`config.mk`:
```
export PLATFORM = sky130hd
export DESIGN_NAME = s_frame_packer
export DESIGN_NICKNAME = d
export VERILOG_FILES = /design/src/rtl/s_frame_packer.sv
export SDC_FILE = /design/constraint.sdc
export NUM_CORES = 1
export LEC_CHECK = 0
export CAP_MARGIN = 20
export CELL_PAD_IN_SITES_DETAIL_PLACEMENT = 1
export CELL_PAD_IN_SITES_GLOBAL_PLACEMENT = 2
export CORE_AREA = 2 2 228 230
export DETAILED_ROUTE_END_ITERATION = 10
export DIE_AREA = 0 0 230 232
export GPL_TIMING_DRIVEN = 0
export PLACE_DENSITY_LB_ADDON = 0.1
export SLEW_MARGIN = 20
export SYNTH_ARGS = -nofsm -noshare
export SYNTH_HDL_FRONTEND = slang
export SYNTH_SLANG_ARGS = --single-unit
```
`constraint.sdc`:
```
create_clock -name clk -period 10.7 [get_ports clk]
set_clock_uncertainty 0.1 [all_clocks]
set_input_delay 1.07 -clock clk [delete_from_list [all_inputs] [get_ports clk]]
set_output_delay 1.07 -clock clk [all_outputs]
set_load 0.005 [all_outputs]
```
`src/rtl/s_frame_packer.sv`:
```
// Packs OSR(N) consecutive CBADC control words into {rs1, rs2} frames and buffers them in a FWFT FIFO.
// Define S_FRAME_PACKER_DROP_OLDEST_EN to make a push into a full FIFO evict the head instead of the new frame.
module s_frame_packer #(
  parameter int N          = 8,
  parameter int FIFO_DEPTH = 4
) (
  input  logic                                clk,
  input  logic                                resetn,
  input  logic                                enable,
  input  logic                                s_valid,
  input  logic [N-1:0]                        s_in,
  output logic                                frame_valid,
  output logic [31:0]                         frame_rs1,
  output logic [31:0]                         frame_rs2,
  input  logic                                frame_pop,
  output logic [$clog2(FIFO_DEPTH+1)-1:0]     fill_level,
  output logic                                overflow,
  input  logic                                clear_ovf
);

  function automatic int osr_f(input int n);
    case (n)
      3:       return 32'sd20;
      4:       return 32'sd15;
      5:       return 32'sd12;
      6:       return 32'sd9;
      7:       return 32'sd8;
      8:       return 32'sd7;
      default: return 32'sd1;
    endcase
  endfunction

  function automatic int r1_f(input int n);
    case (n)
      3:       return 32'sd10;
      4:       return 32'sd7;
      5:       return 32'sd6;
      6:       return 32'sd4;
      7:       return 32'sd4;
      8:       return 32'sd3;
      default: return 32'sd1;
    endcase
  endfunction

  localparam int OSR = osr_f(N);
  localparam int R1  = r1_f(N);
  localparam int WW  = OSR * N;
  localparam int AW  = $clog2(FIFO_DEPTH);
  localparam int CW  = $clog2(FIFO_DEPTH + 1);

  if ((N < 3) || (N > 8)) begin : g_bad_n
    $error("s_frame_packer: N must be in 3..8");
  end
  if ((FIFO_DEPTH < 2) || ((FIFO_DEPTH & (FIFO_DEPTH - 1)) != 0)) begin : g_bad_depth
    $error("s_frame_packer: FIFO_DEPTH must be a power of two, at least 2");
  end

  logic [4:0]    cnt_q, cnt_d;
  logic [WW-1:0] words_q, words_d;
  logic [WW-1:0] frame_words_s;
  logic          accept_s;
  logic          push_s;
  logic [63:0]   new_frame_s;

  logic [63:0]   mem_q [FIFO_DEPTH];
  logic [AW-1:0] wr_ptr_q, wr_ptr_d;
  logic [AW-1:0] rd_ptr_q, rd_ptr_d;
  logic [CW-1:0] count_q, count_d;
  logic          ovf_q, ovf_d;
  logic          valid_q, valid_d;
  logic [63:0]   head_q, head_d;
  logic          pop_s, full_s, ovf_event_s, do_write_s, rd_adv_s;

  // Word capture: slot the incoming word into the partial frame and detect frame completion.
  always_comb begin
    accept_s      = enable && s_valid;
    frame_words_s = words_q;
    for (int j = 0; j < OSR; j++) begin
      frame_words_s[j*N +: N] = (accept_s && (cnt_q == 5'(j))) ? s_in : words_q[j*N +: N];
    end
    push_s      = accept_s && (cnt_q == 5'(OSR - 1));
    // rs1 holds the oldest R1 words, rs2 the rest; zero-extension keeps unused upper bits at 0.
    new_frame_s = {32'(frame_words_s[WW-1:R1*N]), 32'(frame_words_s[R1*N-1:0])};
    cnt_d       = cnt_q;
    words_d     = words_q;
    if (!enable) begin
      cnt_d   = '0;
      words_d = '0;
    end else if (push_s) begin
      cnt_d   = '0;
      words_d = '0;
    end else if (accept_s) begin
      cnt_d   = cnt_q + 5'd1;
      words_d = frame_words_s;
    end else begin
      cnt_d   = cnt_q;
      words_d = words_q;
    end
  end

  // FIFO control: pointers, occupancy, overflow flag and the registered head frame.
  always_comb begin
    pop_s       = frame_pop && (count_q != '0);
    full_s      = (count_q == CW'(FIFO_DEPTH));
    ovf_event_s = push_s && full_s && !pop_s;
`ifdef S_FRAME_PACKER_DROP_OLDEST_EN
    do_write_s  = push_s;
    rd_adv_s    = pop_s || ovf_event_s;
`else
    do_write_s  = push_s && !ovf_event_s;
    rd_adv_s    = pop_s;
`endif
    wr_ptr_d = do_write_s ? (wr_ptr_q + AW'(1)) : wr_ptr_q;
    rd_ptr_d = rd_adv_s ? (rd_ptr_q + AW'(1)) : rd_ptr_q;
    case ({do_write_s, rd_adv_s})
      2'b10:   count_d = count_q + CW'(1);
      2'b01:   count_d = count_q - CW'(1);
      default: count_d = count_q;
    endcase
    if (ovf_event_s) begin
      ovf_d = 1'b1;
    end else if (clear_ovf) begin
      ovf_d = 1'b0;
    end else begin
      ovf_d = ovf_q;
    end
    valid_d = (count_d != '0);
    // The slot being written this edge can itself become the head (push into an empty FIFO).
    if (count_d == '0) begin
      head_d = '0;
    end else if (do_write_s && (wr_ptr_q == rd_ptr_d)) begin
      head_d = new_frame_s;
    end else begin
      head_d = mem_q[rd_ptr_d];
    end
  end

  // State registers for capture and FIFO control.
  always_ff @(posedge clk or negedge resetn) begin
    if (!resetn) begin
      cnt_q    <= '0;
      words_q  <= '0;
      wr_ptr_q <= '0;
      rd_ptr_q <= '0;
      count_q  <= '0;
      ovf_q    <= 1'b0;
      valid_q  <= 1'b0;
      head_q   <= '0;
    end else begin
      cnt_q    <= cnt_d;
      words_q  <= words_d;
      wr_ptr_q <= wr_ptr_d;
      rd_ptr_q <= rd_ptr_d;
      count_q  <= count_d;
      ovf_q    <= ovf_d;
      valid_q  <= valid_d;
      head_q   <= head_d;
    end
  end

  // Frame storage array.
  always_ff @(posedge clk or negedge resetn) begin
    if (!resetn) begin
      for (int i = 0; i < FIFO_DEPTH; i++) begin
        mem_q[i] <= '0;
      end
    end else if (do_write_s) begin
      mem_q[wr_ptr_q] <= new_frame_s;
    end else begin
      mem_q[wr_ptr_q] <= mem_q[wr_ptr_q];
    end
  end

  assign frame_valid = valid_q;
  assign frame_rs1   = head_q[31:0];
  assign frame_rs2   = head_q[63:32];
  assign fill_level  = count_q;
  assign overflow    = ovf_q;

endmodule

```
==> metrics <==
P_leak 8.98 nW; Cell Count, Final, Fillers Out 3,191; DP HPWL 60,400 um; die area 0.0534 mm^2; Die W 230 um; vias in the first global route 21,100; Finished Core Util 48.3%; Post-synth top flop dfrtp_1; Post-CTS Setup Inserts 0; CP Class in2reg; DP Worst Slack 4050 ps; P_int 3.23 mW; Post-Place Cells 3,103; Yosys reg bits 390; Nets 2,495; critical-path cell list clkdlybuf4s50_1 > buf_1 > o31ai_4 > clkbuf_1 > buf_1 > nor2_1 > fa_1 > nand2b_1 > o211ai_1 > o221ai_1 > o21ba_2 > buf_2 > clkbuf_1 > a21oi_1; Area Overhead vs Synth 16.0%; Crit. End Element flip-flop; Net Sw Frac 40.7%; final critical-path required period 6210 ps; Placer Congestion 0.895; TNS Setup 0 ps; worst skew pair latency 600 ps; Post-route DRC 0; cts bufs inserted 47; Final WS setup 4490 ps; clock power share 31.4%; Arr. time, crit path 6530 ps; Hold Buf Count CTS 0; share of cells above drive strength 1 9.09%; grt total ovfl 0; Total Wirelength 90,700 um; number of synthesized flops with an enable pin 0; first-pass GRT wire length 135,000 um; via count 20,200; NetSw 2.22 mW; Sink Count 390; Startpoint Class primary input; final setup vio count 0; Boundary Pins 83; deepest clock path buffer count 3; maximum clock frequency 0.161 GHz; Crit path largest cell delay 840 ps; synthesized area 0.0212 mm^2; Cell Rows 83; Seq/Total Area, Yosys 46.1%; Avg Cell Area, Syn 9.05 um^2; crit share post-route 58.1%; Iter 0 DRT Violations 1,722; Avg WL per Cell 28.4 um; critical path's slowest cell buf_1; Comb pwr share 37.9%; largest net degree at the start of global routing 99; register-to-register setup slack 4610 ps; starting density of the core 41.6%; CTS root buf clkbuf_16; GR Util All Layers 34.1%; Core Box Area 0.0509 mm^2; Hold Vio Cnt, Final 0; syn nets 2,364; largest fanout on the critical path 10; maximum VDD drop 0.136 mV; Max Cap Viol 0; unrepaired setup endpoints after global routing false; post-CTS resize count 0; Critical Path RT 11,020 ps; TritonCTS clock tree yes; Synth cell types 48; Die H 232 um; # H-tree levels 2; P per Cell Area 222 mW/mm^2; Slew headroom 17.1%; Clock Pin Slew Worst Setup and Hold Paths 60 ps; cell count after synthesis 2,341; Port Buffer Count 74; Min-Delay Path Class in2async; Overall Power 5.45 mW; Reg power frac 30.8%; initial antenna violation count 1; worst-margin pin slew 1240 ps; Synth async-reset ratio 100%; ANT nets after route 0; status finished clean; Avg Vias per Cell 6.32; drt pass-1 iters 5; Ys Warns 0; Max Slew Vio Count 0
stage by stage:
step / instance area [um^2] / hold slack, ps
floorplan: 21200 / 349
CTS: 24600 / 263
global placement: 22800 / 361
finish: 24600 / 266
global route: 24600 / 279
detailed placement: 23000 / 371
power by group through the flow:
stage / Sequential (mW) / Clock [mW] / Combinational [mW]
2_1_floorplan: 1.70 / 0 / 0.946
3_3_place_gp: 1.70 / 0 / 1.97
3_5_place_dp: 1.70 / 0 / 2.01
4_1_cts: 1.68 / 1.74 / 2.02
5_1_grt: 1.69 / 1.79 / 2.15
6_report: 1.68 / 1.71 / 2.06
cell usage after synthesis (2+ instances only):
| library cell | instances | area (um^2) |
|---|---|---|
| clkbuf_1 | 205 | 769 |
| mux2_2 | 33 | 372 |
| mux2i_1 | 64 | 641 |
| o31ai_1 | 3 | 22.5 |
| inv_1 | 9 | 33.8 |
| and2_1 | 10 | 62.6 |
| xnor2_4 | 2 | 55.1 |
| nand4_1 | 48 | 300 |
| nand3b_1 | 3 | 22.5 |
| nor2b_1 | 11 | 68.8 |
| a31oi_1 | 2 | 12.5 |
| dfrtp_1 | 390 | 9760 |
| a21oi_1 | 300 | 1500 |
| nand3_1 | 60 | 300 |
| buf_6 | 4 | 45.0 |
| mux4_2 | 65 | 1460 |
| buf_1 | 16 | 60.1 |
| nand2_1 | 199 | 747 |
| nor3b_1 | 59 | 443 |
| o22ai_1 | 2 | 12.5 |
| a41oi_1 | 8 | 70.1 |
| xnor2_2 | 2 | 32.5 |
| nand2b_1 | 4 | 25.0 |
| ha_1 | 8 | 100 |
| o21a_1 | 24 | 180 |
| o21ai_0 | 112 | 561 |
| buf_2 | 5 | 25.0 |
| nor4_1 | 64 | 400 |
| or2_2 | 24 | 150 |
| nor3_1 | 282 | 1410 |
| xnor2_1 | 3 | 26.3 |
| mux4_1 | 7 | 184 |
| nor2_1 | 274 | 1030 |
| or2_0 | 25 | 156 |
cell usage in the layout (no fill, tap or decap), drive strengths merged, types with 8 or more instances in the layout:
| master | netlist | layout |
|---|---|---|
| nor2 | 274 | 274 |
| nor4 | 65 | 65 |
| mux2i | 64 | 64 |
| or2 | 49 | 49 |
| buf | 25 | 32 |
| and2 | 10 | 10 |
| mux2 | 33 | 33 |
| o21a | 24 | 24 |
| clkinv | 0 | 10 |
| inv | 9 | 9 |
| a21oi | 300 | 300 |
| dfrtp | 390 | 390 |
| nand2 | 199 | 199 |
| ha | 8 | 8 |
| o21ai | 112 | 112 |
| mux4 | 72 | 72 |
| nand3 | 60 | 60 |
| nor3b | 59 | 59 |
| nor2b | 11 | 11 |
| clkbuf | 205 | 276 |
| nor3 | 282 | 282 |
| nand4 | 48 | 48 |
| clkdlybuf4s50 | 0 | 73 |
| a41oi | 8 | 8 |
routing by layer:
metal | vias up | share of wire (%) | GRT usage, %
met5 | - | 0 | 0
met4 | 0 | 4.5 | 15.4
met3 | 239 | 8.8 | 8.42
met2 | 920 | 45 | 53.1
met1 | 10400 | 41 | 45.1
li1 | 8645 | - | -
sequential cells by signal, indices dropped and copies added (netlist names):
signal	count
words_q	56
cnt_q	5
frame_valid	1
wr_ptr_q	2
overflow	1
rd_ptr_q	2
fill_level	3
head_q	64
mem_q	256
final timing paths:
check                              start          to  depth (start not counted)
max                            frame_pop  head_q[10]                         14
min reg2reg                   words_q[9]  words_q[9]                          2
max reg2reg                fill_level[2]  head_q[10]                         13
min                               resetn   head_q[5]                          1
max in group asynchronous         resetn  mem_q[221]                          4
min in group clk              words_q[9]  words_q[9]                          2
cells by family (layout without fill, tap and decap cells):
logic type / after synthesis / count (layout) / share of synthesized area (%)
AO/OA/AOI/OAI: 460 / 460 / 11.5
XOR/XNOR: 7 / 7 / 0.537
adder cells (fa/ha/maj): 9 / 9 / 0.567
buffers and inverters: 239 / 407 / 4.40
flip-flops: 390 / 390 / 46.1
multiplexers: 169 / 169 / 12.6
other: 0 / 2 / 0
AND/OR/NAND/NOR: 1067 / 1067 / 24.3
worst max-delay path: cells and delay by family:
family          cells  cell delay [ps]
fa+ha+maj           1              460
compound gates      5             1190
simple gates        2              340
buf+inv             6             3440
layout make-up:
class                   instances  area, um^2
inverters                       9        33.8
multi-input cells            1712       10500
fillers                      5861       26300
clock buffers                  69        1350
flip-flops and latches        390        9760
clock inverters                17         260
diodes                          2        5.00
plain buffers                 230         908
well taps                     680         851
repair buffers                 82         901
Power figures use the tool's default switching activity.
